### config.mk
export PLATFORM = sky130hd
export DESIGN_NAME = udp_lut_engine_flat
export DESIGN_NICKNAME = d
export VERILOG_FILES = /design/src/rtl/udp_lut_engine_if.sv /design/src/rtl/udp_lut_engine.sv /design/src/flat_wrapper.sv
export SDC_FILE = /design/constraint.sdc
export NUM_CORES = 1
export LEC_CHECK = 0
export CAP_MARGIN = 20
export CORE_UTILIZATION = 40
export CTS_BUF_LIST = sky130_fd_sc_hd__clkbuf_8
export DETAILED_ROUTE_END_ITERATION = 10
export PLACE_DENSITY = 0.65
export SLEW_MARGIN = 20
export SYNTH_ARGS = -nofsm -noshare
export SYNTH_HDL_FRONTEND = slang
export SYNTH_SLANG_ARGS = --single-unit
### constraint.sdc
create_clock -name clk -period 2.55 [get_ports clk]
set_input_delay 0.3825 -clock clk [delete_from_list [all_inputs] [get_ports clk]]
set_output_delay 0.3825 -clock clk [all_outputs]
set_load 0.01 [all_outputs]
### src/rtl/udp_lut_engine_if.sv
// Configuration and sweep port bundle for udp_lut_engine.
// The master side writes tables and starts sweeps; the slave side is the engine.
interface udp_lut_engine_if #(
    parameter int unsigned N_IN = 3,
    parameter int unsigned N_CH = 2
);
    localparam int unsigned TW = 2 ** (N_IN + 1);
    localparam int unsigned CW = (N_CH > 1) ? $clog2(N_CH) : 1;

    logic            cfg_valid;
    logic            cfg_ready;
    logic [CW-1:0]   cfg_ch;
    logic            cfg_mode;
    logic [TW-1:0]   cfg_table;

    logic            sweep_start;
    logic [CW-1:0]   sweep_ch;
    logic            sweep_busy;
    logic            sweep_valid;
    logic [N_IN-1:0] sweep_idx;
    logic            sweep_f;
    logic            sweep_done;

    modport master (
        output cfg_valid, cfg_ch, cfg_mode, cfg_table, sweep_start, sweep_ch,
        input  cfg_ready, sweep_busy, sweep_valid, sweep_idx, sweep_f, sweep_done
    );

    modport slave (
        input  cfg_valid, cfg_ch, cfg_mode, cfg_table, sweep_start, sweep_ch,
        output cfg_ready, sweep_busy, sweep_valid, sweep_idx, sweep_f, sweep_done
    );
endinterface

### src/rtl/udp_lut_engine.sv
// Multi-channel run-time-loadable truth-table engine with a truth-table sweep reader.
// Each channel evaluates table[{q & mode, x}] into a registered output f (== q).
module udp_lut_engine #(
    parameter int unsigned N_IN = 3,
    parameter int unsigned N_CH = 2
) (
    input  logic            clk,
    input  logic            rst_n,
    input  logic [N_IN-1:0] x,
    input  logic            en,
    output logic [N_CH-1:0] f,
    udp_lut_engine_if.slave bus
);
    localparam int unsigned TW = 2 ** (N_IN + 1);
    localparam int unsigned CW = (N_CH > 1) ? $clog2(N_CH) : 1;
    localparam logic [N_IN-1:0] LAST_IDX = {N_IN{1'b1}};

    typedef enum logic [1:0] {StIdle, StSweep, StDone} state_e;

    state_e          state_q, state_d;
    logic [N_IN-1:0] cnt_q, cnt_d;
    logic [CW-1:0]   ch_q, ch_d;
    logic            sweep_f_q, sweep_f_d;

    logic [TW-1:0]   tbl_q [N_CH];
    logic [TW-1:0]   tbl_d [N_CH];
    logic [N_CH-1:0] mode_q, mode_d;
    logic [N_CH-1:0] f_q, f_d;
    logic            cfg_acc;

    // Tables may only change while no sweep is reading them.
    assign bus.cfg_ready = (state_q == StIdle);
    assign cfg_acc       = bus.cfg_valid && bus.cfg_ready;

    // Channel next state: an accepted write loads table/mode and clears q, overriding evaluation.
    // Channel indices with no match (>= N_CH) simply fall through and are discarded.
    always_comb begin
        tbl_d  = tbl_q;
        mode_d = mode_q;
        f_d    = f_q;
        for (int c = 0; c < N_CH; c++) begin
            if (cfg_acc && (bus.cfg_ch == CW'(c))) begin
                tbl_d[c]  = bus.cfg_table;
                mode_d[c] = bus.cfg_mode;
                f_d[c]    = 1'b0;
            end else if (en) begin
                f_d[c] = tbl_q[c][{mode_q[c] & f_q[c], x}];
            end
        end
    end

    // Sweep FSM next state: IDLE -> SWEEP (2**N_IN cycles) -> DONE (1 cycle) -> IDLE.
    always_comb begin
        state_d = state_q;
        cnt_d   = cnt_q;
        ch_d    = ch_q;
        unique case (state_q)
            StIdle: begin
                if (bus.sweep_start) begin
                    state_d = StSweep;
                    cnt_d   = '0;
                    ch_d    = bus.sweep_ch;
                end
            end
            StSweep: begin
                if (cnt_q == LAST_IDX) begin
                    state_d = StDone;
                    cnt_d   = '0;
                end else begin
                    cnt_d = cnt_q + 1'b1;
                end
            end
            StDone: begin
                state_d = StIdle;
            end
            default: begin
                state_d = StIdle;
            end
        endcase
    end

    // Sweep data looks ahead at next-state table so a same-edge write is already visible.
    always_comb begin
        sweep_f_d = 1'b0;
        if (state_d == StSweep) begin
            for (int c = 0; c < N_CH; c++) begin
                if (ch_d == CW'(c)) begin
                    sweep_f_d = tbl_d[c][{1'b0, cnt_d}];
                end
            end
        end
    end

    // State registers for channels and the sweep engine.
    always_ff @(posedge clk or negedge rst_n) begin
        if (!rst_n) begin
            state_q   <= StIdle;
            cnt_q     <= '0;
            ch_q      <= '0;
            sweep_f_q <= 1'b0;
            mode_q    <= '0;
            f_q       <= '0;
            for (int c = 0; c < N_CH; c++) begin
                tbl_q[c] <= '0;
            end
        end else begin
            state_q   <= state_d;
            cnt_q     <= cnt_d;
            ch_q      <= ch_d;
            sweep_f_q <= sweep_f_d;
            mode_q    <= mode_d;
            f_q       <= f_d;
            for (int c = 0; c < N_CH; c++) begin
                tbl_q[c] <= tbl_d[c];
            end
        end
    end

    assign f               = f_q;
    assign bus.sweep_busy  = (state_q != StIdle);
    assign bus.sweep_valid = (state_q == StSweep);
    assign bus.sweep_idx   = cnt_q;
    assign bus.sweep_f     = sweep_f_q;
    assign bus.sweep_done  = (state_q == StSweep) && (cnt_q == LAST_IDX);
endmodule

### src/flat_wrapper.sv
// flat-port wrapper written by rule: the top's interface ports become plain ports
module udp_lut_engine_flat 
#(
    parameter int unsigned N_IN = 3,
    parameter int unsigned N_CH = 2
)
  (clk, rst_n, x, en, f, bus_cfg_valid, bus_cfg_ch, bus_cfg_mode, bus_cfg_table, bus_sweep_start, bus_sweep_ch, bus_cfg_ready, bus_sweep_busy, bus_sweep_valid, bus_sweep_idx, bus_sweep_f, bus_sweep_done);
  udp_lut_engine_if #(.N_IN(N_IN), .N_CH(N_CH)) bus_i ();
  input  logic clk;
  input  logic rst_n;
  input  logic [N_IN-1:0] x;
  input  logic en;
  output logic [N_CH-1:0] f;
  input wire logic [$bits(bus_i.cfg_valid)-1:0] bus_cfg_valid;
  input wire logic [$bits(bus_i.cfg_ch)-1:0] bus_cfg_ch;
  input wire logic [$bits(bus_i.cfg_mode)-1:0] bus_cfg_mode;
  input wire logic [$bits(bus_i.cfg_table)-1:0] bus_cfg_table;
  input wire logic [$bits(bus_i.sweep_start)-1:0] bus_sweep_start;
  input wire logic [$bits(bus_i.sweep_ch)-1:0] bus_sweep_ch;
  output wire logic [$bits(bus_i.cfg_ready)-1:0] bus_cfg_ready;
  output wire logic [$bits(bus_i.sweep_busy)-1:0] bus_sweep_busy;
  output wire logic [$bits(bus_i.sweep_valid)-1:0] bus_sweep_valid;
  output wire logic [$bits(bus_i.sweep_idx)-1:0] bus_sweep_idx;
  output wire logic [$bits(bus_i.sweep_f)-1:0] bus_sweep_f;
  output wire logic [$bits(bus_i.sweep_done)-1:0] bus_sweep_done;
  assign bus_i.cfg_valid = bus_cfg_valid;
  assign bus_i.cfg_ch = bus_cfg_ch;
  assign bus_i.cfg_mode = bus_cfg_mode;
  assign bus_i.cfg_table = bus_cfg_table;
  assign bus_i.sweep_start = bus_sweep_start;
  assign bus_i.sweep_ch = bus_sweep_ch;
  assign bus_cfg_ready = bus_i.cfg_ready;
  assign bus_sweep_busy = bus_i.sweep_busy;
  assign bus_sweep_valid = bus_i.sweep_valid;
  assign bus_sweep_idx = bus_i.sweep_idx;
  assign bus_sweep_f = bus_i.sweep_f;
  assign bus_sweep_done = bus_i.sweep_done;
  udp_lut_engine #(.N_IN(N_IN), .N_CH(N_CH)) u_core (.clk(clk), .rst_n(rst_n), .x(x), .en(en), .f(f), .bus(bus_i));
endmodule
==> flow_summary.json, run 1 <==
{
  "peakVddDrop_mv": 0.428,
  "viasPerCell": 5.18,
  "ant_nets": 0,
  "grt_pass1_wl_mm": 7.16,
  "ios": 37,
  "ys_seq_area_share_pct": 50.0,
  "antenna_found_initial": 0,
  "slew-limit-headroom_pct": 35.9,
  "tns_ps": 0,
  "cp.required_ps": 2720,
  "nets": 232,
  "synthCells": 163,
  "track_usage_pct": 17.4,
  "wl_per_cell_um": 16.2,
  "cap_viol_max_count": 0,
  "grt_max_degree": 44,
  "finalCritPeriodShare_pct": 84.6,
  "yosysMostFrequentCell": "dfrtp_1",
  "ys_types": 33,
  "hold_class": "primary input to async pin",
  "avgSynthCellArea_um2": 13.2,
  "slew_viol_final": 0,
  "dr.pass1.iters": 4,
  "drtIter0Drc": 62,
  "globalRoute.totalOverflow": 0,
  "hpwl_mm": 3.29,
  "hold_ws_ps": 235,
  "synth_edf_count": 0,
  "cts_buffers": 5,
  "syn_area_mm2": 0.00215,
  "cts_tree": "yes",
  "cp-end-kind": "flip-flop",
  "io_buffers": 36,
  "place_congestion": 0.861,
  "ys.flop_type": "dfrtp_1",
  "finClkSkew_ps": 8.54,
  "clk_latency_ps": 290,
  "vias": 1413,
  "synthToLayoutAreaGrowth_pct": 25.9,
  "root_buffer": "clkbuf_8",
  "drive_gt1_share_pct": 28.6,
  "die_area_mm2": 0.00567,
  "diodes": 0,
  "cts.repair.resized": 0,
  "die_w_um": 75.3,
  "fin_crit_ps": 2160,
  "clk_path_buf_depth": 2,
  "start_util_pct": 41.8,
  "ys.warnings.count": 0,
  "rsz0062_at_grt": "false",
  "cp_data_arrival_time_ps": 2320,
  "post_cts_buffers": 0,
  "max_freq_ghz": 0.464,
  "ctsHoldBuffers": 0,
  "synth_seq_cells": 43,
  "core_mm2": 0.00514,
  "finalHoldViolations": 0,
  "yosys-top-cells-count": "dfrtp_1 (43), mux2_2 (32), nor2_1 (10)",
  "clock_sinks": 43,
  "synth_fp_nets": 192,
  "setup_violations": 0,
  "grt_pass1_vias": 1427,
  "crit_type": "flip-flop to flip-flop",
  "p_leak_nw": 1.14,
  "routed_wl_mm": 4.41,
  "cp-start-kind": "flip-flop",
  "ys_top_cells_by_area": "dfrtp_1 (50%), mux2_2 (17%), mux4_2 (8.4%)",
  "async_flop_share_pct": 100,
  "rows": 26,
  "drc": 0,
  "yosysTopAreaCell": "dfrtp_1",
  "tightest_slew_ps": 962,
  "die_height_um": 75.3,
  "yosysTopAreaCellShare_pct": 50.0,
  "outcome": "completed",
  "clkTransAtPathRegs_ps": 80,
  "critPathMaxFanout": 5,
  "htree_levels": 2,
  "powerDensity_mw_per_mm2": 1160
}
[registers in the layout, indices dropped and copies added (netlist names)]
| register | count |
|---|---|
| u_core.bus.sweep_f | 1 |
| u_core.bus.sweep_idx | 3 |
| u_core.mode_q | 2 |
| u_core.state_q | 2 |
| u_core.tbl_q | 32 |
| u_core.ch_q | 1 |
| u_core.f | 2 |
[worst paths after layout]
check	cells past startpoint	slack, ps	start	endpoint
min in group clk	1	510	u_core.tbl_q[9]	u_core.tbl_q[9]
max in group asynchronous	1	1710	rst_n	u_core.tbl_q[17]
worst min register to register	1	510	u_core.tbl_q[9]	u_core.tbl_q[9]
worst max register to register	8	390	u_core.bus.sweep_idx[0]	u_core.bus.sweep_f
worst min-delay path	1	230	rst_n	u_core.tbl_q[28]
worst max-delay path	8	390	u_core.bus.sweep_idx[0]	u_core.bus.sweep_f
[per-layer routing]
metal / global-route usage [%] / vias to the layer above / share of wire (%)
li1: - / 671 / -
met1: 24.4 / 715 / 49
met2: 26.7 / 23 / 47
met3: 4.50 / 4 / 3.2
met4: 5.56 / 0 / 0.91
met5: 0 / - / 0
[cells in the final DEF (no fill, tap or decap), types with 2 or more instances in the layout]
cell type,count
o32ai_1,2
mux2i_1,6
a22oi_2,2
mux2_1,4
a21oi_1,2
nor2_1,10
nand2_1,8
a32oi_1,3
mux2_2,32
clkbuf_8,5
ha_1,2
and2_1,3
clkdlybuf4s50_1,35
inv_1,7
dfrtp_1,43
o21ai_0,4
nand2b_1,5
buf_4,4
mux4_2,8
nand3_1,3
[kinds of logic after synthesis]
logic type,count (synthesis),share of synthesized area [%]
AOI/OAI and AO/OA,19,6.75
buffers and inverters,15,3.72
and+or+nand+nor,33,7.62
adders and majority gates,2,1.16
muxes,51,30.7
DFF,43,50.0
[stage by stage]
stage	cells	area, um2	util [%]	power [mW]	worst slack, ps
after floorplan	163	2150	-	2.20	549
after global placement	266	2610	50.7	2.58	102
after detailed placement	266	2610	50.7	2.64	71.5
after CTS	273	2710	52.7	3.16	364
after global routing	273	2710	52.7	3.36	240
final	273	2710	52.7	3.13	393
[worst max-delay path: stages, from the launching register on]
cell and delay [ps]:
dfrtp_1 400, ha_1 170, ha_1 210, nor2_1 70, a22oi_2 310, mux2_2 380
or3_1 300, nand3_1 100, nand3_1 90
[area by class of cell]
class / instances / area (um2)
multi-input cells: 105 / 1010
clock buffers: 5 / 68.8
well taps: 70 / 87.6
flip-flops and latches: 43 / 1080
repair buffers: 41 / 405
clock inverters: 2 / 33.8
fillers: 483 / 2430
inverters: 7 / 26.3
[power breakdown]
part	switching [mW]	internal [mW]
clock network	0.219	0.283
logic	0.599	0.793
registers	0.220	1.02
Note: power is estimated with default switching activity, not from simulation.
==> run 2: changes to the inputs <==
==> constraint.sdc (replaced) <==
create_clock -name clk -period 2.1 [get_ports clk]
set_input_delay 0.315 -clock clk [delete_from_list [all_inputs] [get_ports clk]]
set_output_delay 0.315 -clock clk [all_outputs]
set_load 0.01 [all_outputs]
==> run 2 against run 1 <==
Compared with the run above: non-clock buffer count is 14 higher; register-to-register slack worse by 320 ps; setup slack worse by 330 ps; cell count is 5.1% higher; count of clock-buffer cells in the layout is 1 higher; utilization is 2.6 points higher; largest cell class unchanged.
==> flow_summary.json, run 2 (synthesis results as in run 1) <==
{
  "outcome": "completed",
  "wl_per_cell_um": 16.8,
  "largest_register_ffs": 32,
  "hold_ws_ps": 75.8,
  "synthToLayoutAreaGrowth_pct": 32.1,
  "seqPwrFrac_pct": 37.7,
  "finalPower_mw": 4.02,
  "largest_register": "u_core.tbl_q",
  "layout_commonest_cell": "dfrtp_1",
  "peakVddDrop_mv": 0.744,
  "die_height_um": 75.3,
  "vias": 1511,
  "p_leak_nw": 1.21,
  "dr.pass1.iters": 4,
  "cp-end-kind": "output pin",
  "nets": 246,
  "hpwl_mm": 3.49,
  "clk_path_buf_depth": 2,
  "drive_gt1_share_pct": 35.5,
  "p_int_mw": 2.67,
  "crit_path_max_incr_delay_ps": 520,
  "grt_pass1_wl_mm": 7.56,
  "core_mm2": 0.00514,
  "final_cells": 287,
  "p_comb_share_pct": 49.1,
  "critPathMaxFanout": 6,
  "ctsHoldBuffers": 0,
  "setup_violations": 0,
  "n_fill_cell": 473,
  "die_w_um": 75.3,
  "powerDensity_mw_per_mm2": 1420,
  "ant_nets": 0,
  "tightest_slew_ps": 547,
  "grt_max_degree": 44,
  "drtIter0Drc": 70,
  "ios": 37,
  "htree_levels": 2,
  "cap_viol_max_count": 0,
  "root_buffer": "clkbuf_8",
  "cp-start-kind": "flip-flop",
  "start_util_pct": 41.8,
  "io_buffers": 36,
  "place_congestion": 0.837,
  "grt_pass1_vias": 1464,
  "critPathSlowestCell": "clkdlybuf4s50_1",
  "routed_wl_mm": 4.81,
  "finalHoldViolations": 0,
  "cp.required_ps": 1780,
  "diodes": 0,
  "fin_crit_ps": 2040,
  "worst-r2r-setup-slack_ps": 70,
  "clkTransAtPathRegs_ps": 80,
  "die_area_mm2": 0.00567,
  "finClkSkew_ps": 2.56,
  "slew-limit-headroom_pct": 63.5,
  "crit_type": "flip-flop to output pin",
  "dp.cells": 278,
  "netSwitchingFraction_pct": 33.7,
  "track_usage_pct": 18.5,
  "cts_tree": "yes",
  "finalCritPeriodShare_pct": 97.0,
  "globalRoute.totalOverflow": 0,
  "slew_viol_final": 0,
  "crit_chain": "nor2b_4 > and2_1 > clkdlybuf4s50_1",
  "cts_buffers": 5,
  "clock_sinks": 43,
  "hold_class": "primary input to async pin",
  "clockPowerShare_pct": 13.2,
  "antenna_found_initial": 0,
  "rows": 26,
  "final_core_util_pct": 55.3,
  "viasPerCell": 5.26,
  "switchingPower_mw": 1.36,
  "max_freq_ghz": 0.491,
  "final_cell_mix": "dfrtp_1 (42), clkdlybuf4s50_1 (35), mux2_2 (31)",
  "drc": 0,
  "cp_data_arrival_time_ps": 1720,
  "clk_latency_ps": 290
}
[run 2: layout make-up]
| class | count | area (um2) | area share [%] |
|---|---|---|---|
| sequential | 43 | 1080 | 37.9 |
| multi-input combinational | 105 | 1040 | 36.5 |
| timing repair buffer | 55 | 527 | 18.5 |
| tap | 70 | 87.6 | 3.08 |
| clock buffer | 6 | 82.6 | 2.91 |
| inverter | 7 | 26.3 | 0.925 |
| clock inverter | 1 | 5.00 | 0.176 |
[run 2: stage by stage]
stage / TNS, ps / worst slack (ps) / cell area, um2
2_1_floorplan: 0 / 99.2 / 2150
4_1_cts: 0 / 20.4 / 2800
5_1_grt: -17.8 / -17.8 / 2840
3_5_place_dp: -216 / -183 / 2710
6_report: 0 / 63.0 / 2840
3_3_place_gp: -137 / -137 / 2710
[run 2: metal layers]
layer	wire (um)	GRT usage, %	share of wire [%]
met5	0	0	0
met3	172	3.17	3.6
met4	51	6.79	1.1
met2	2280	28.1	47
met1	2310	26.7	48
[run 2: repair_timing]
action	CTS	global route
pin swaps	0	1
gates cloned	0	0
endpoints found under the setup margin	1	2
buffers inserted	0	2
gates resized for setup	1	7
[run 2: final timing paths]
check                      depth (start not counted)               startpoint                  to
max in group asynchronous                          2                    rst_n   u_core.state_q[1]
min                                                2                    rst_n    u_core.tbl_q[28]
max reg2reg                                        9  u_core.bus.sweep_idx[0]  u_core.bus.sweep_f
min in group clk                                   1         u_core.tbl_q[24]    u_core.tbl_q[24]
min reg2reg                                        1         u_core.tbl_q[24]    u_core.tbl_q[24]
max                                                3        u_core.state_q[0]      bus_sweep_done
[run 2: critical path: cells and delay by family, from the launching register on]
kind,cells,cell delay [ps]
buf+inv,1,520
flops,1,490
simple gates,2,410
[run 2: power groups by stage]
stage	sequential [mW]	combinational (mW)	clock [mW]
2_1_floorplan	1.44	1.23	0
3_3_place_gp	1.49	1.82	0
3_5_place_dp	1.52	1.87	0
4_1_cts	1.51	1.89	0.542
5_1_grt	1.57	2.15	0.580
6_report	1.52	1.98	0.531
==> run 3: changes to the inputs <==
--- a/config.mk
+++ b/config.mk
@@ -7,9 +7,9 @@
 export LEC_CHECK = 0
 export CAP_MARGIN = 20
 export CORE_UTILIZATION = 40
-export CTS_BUF_LIST = sky130_fd_sc_hd__clkbuf_8
 export DETAILED_ROUTE_END_ITERATION = 10
-export PLACE_DENSITY = 0.65
+export DONT_BUFFER_PORTS = 1
+export PLACE_DENSITY = 0.56
 export SLEW_MARGIN = 20
 export SYNTH_ARGS = -nofsm -noshare
 export SYNTH_HDL_FRONTEND = slang
==> run 3 against run 2 <==
Compared with the run above: count of clock-buffer cells in the layout grew 1; critical path depth grew 4; setup slack gained 42 ps; routed wire length shrank 6.1%; largest power group unchanged; clock power shrank 4.1%; sequential power is essentially flat.
==> flow_summary.json, run 3 (synthesis results as in run 1) <==
{
  "final_cell_mix": "dfrtp_1 (41), mux2_2 (32), buf_4 (17)",
  "hold_class": "primary input to flip-flop",
  "max_freq_ghz": 0.501,
  "cts_tree": "yes",
  "critPathSlowestCell": "dfrtp_2",
  "place_congestion": 0.834,
  "cap_viol_max_count": 0,
  "grt_pass1_wl_mm": 7.18,
  "drtIter0Drc": 52,
  "cp-start-kind": "flip-flop",
  "dp.cells": 235,
  "rows": 26,
  "cp.buffers_inverters": 1,
  "clock_sinks": 43,
  "finalPower_mw": 3.72,
  "final_cells": 253,
  "vias": 1371,
  "largest_register": "u_core.tbl_q",
  "finalCritPeriodShare_pct": 95.0,
  "nets": 211,
  "dr.pass1.iters": 4,
  "track_usage_pct": 17.5,
  "fin_crit_ps": 1990,
  "grt_pass1_vias": 1418,
  "peakVddDrop_mv": 0.569,
  "tns_ps": 0,
  "drive_gt1_share_pct": 41.0,
  "slew-limit-headroom_pct": 76.0,
  "die_height_um": 75.3,
  "largest_register_ffs": 32,
  "die_w_um": 75.3,
  "globalRoute.totalOverflow": 0,
  "layout_commonest_cell": "dfrtp_1",
  "io_buffers": 0,
  "die_area_mm2": 0.00567,
  "antenna_found_initial": 0,
  "grt_max_degree": 44,
  "htree_levels": 2,
  "crit_path_max_incr_delay_ps": 450,
  "setup_slack_ps": 105,
  "cp-end-kind": "flip-flop",
  "synthToLayoutAreaGrowth_pct": 14.9,
  "hold_ws_ps": 133,
  "critPathMaxFanout": 17,
  "ios": 37,
  "wl_per_cell_um": 17.9,
  "viasPerCell": 5.42,
  "clk_latency_ps": 300,
  "post-place-ws_ps": 104,
  "final_core_util_pct": 48.1,
  "placed_area_mm2": 0.00229,
  "finalHoldViolations": 0,
  "slew_viol_final": 0,
  "start_util_pct": 41.8,
  "routed_wl_mm": 4.52,
  "clk_path_buf_depth": 2,
  "ant_nets": 0,
  "cp_data_arrival_time_ps": 2170,
  "cp.required_ps": 2280,
  "fin_area_mm2": 0.00247,
  "setup_violations": 0,
  "clkTransAtPathRegs_ps": 80,
  "diodes": 0,
  "p_leak_nw": 1.06,
  "core_mm2": 0.00514,
  "cpLargestDelayFamily": "multiplexers",
  "hpwl_mm": 3.28,
  "crit_type": "flip-flop to flip-flop",
  "tightest_slew_ps": 359,
  "crit_chain": "nor4bb_4 > buf_12 > mux2_2 > mux2i_1 > o32ai_1 > o21ai_1 > nand3_1",
  "cts_buffers": 5,
  "drc": 0,
  "powerDensity_mw_per_mm2": 1500,
  "finClkSkew_ps": 6.18,
  "root_buffer": "clkbuf_8",
  "outcome": "completed"
}
## run 3: cell count changes in the layout (fill, tap and decap cells not counted), sizes merged
cell,previous run,this run
clkdlybuf4s50,35,0
buf,20,19
clkbuf,6,7
dlygate4sd3,0,1
## run 3: area by class of cell
class	count	area [um2]
well taps	70	87.6
fillers	486	2670
flip-flops and latches	43	1080
inverters	7	26.3
multi-input cells	105	1020
clock buffers	7	76.3
repair buffers	20	178
clock inverters	1	5.00
## run 3: worst paths after layout
check                      cells after the start  slack (ps)               from                  to
setup / recovery                               7         110  u_core.state_q[0]  u_core.bus.sweep_f
min in group asynchronous                      2         480              rst_n         u_core.ch_q
max in group asynchronous                      2        1410              rst_n   u_core.state_q[1]
hold / removal                                 2         130       bus_cfg_mode    u_core.mode_q[0]
setup reg to reg                               7         110  u_core.state_q[0]  u_core.bus.sweep_f
hold reg to reg                                1         510   u_core.tbl_q[13]    u_core.tbl_q[13]
## run 3: power by group
group / total, mW / internal [mW] / switching (mW)
clock network: 0.509 / 0.234 / 0.275
registers: 1.51 / 1.24 / 0.269
logic: 1.70 / 0.966 / 0.735
## run 3: repair_timing
item                                    CTS  global route
setup buffers                             0             8
endpoints found under the setup margin    0             1
endpoints found under the hold margin    43             0
resized for setup                         0             3
hold buffers                              2             0
## run 3: per-layer routing
metal	wire (um)	vias to the layer above	track usage (%)
met1	1970	703	22.9
met4	51	0	5.14
met2	2220	33	27.8
met3	284	6	6.08
li1	-	629	-
met5	0	-	0
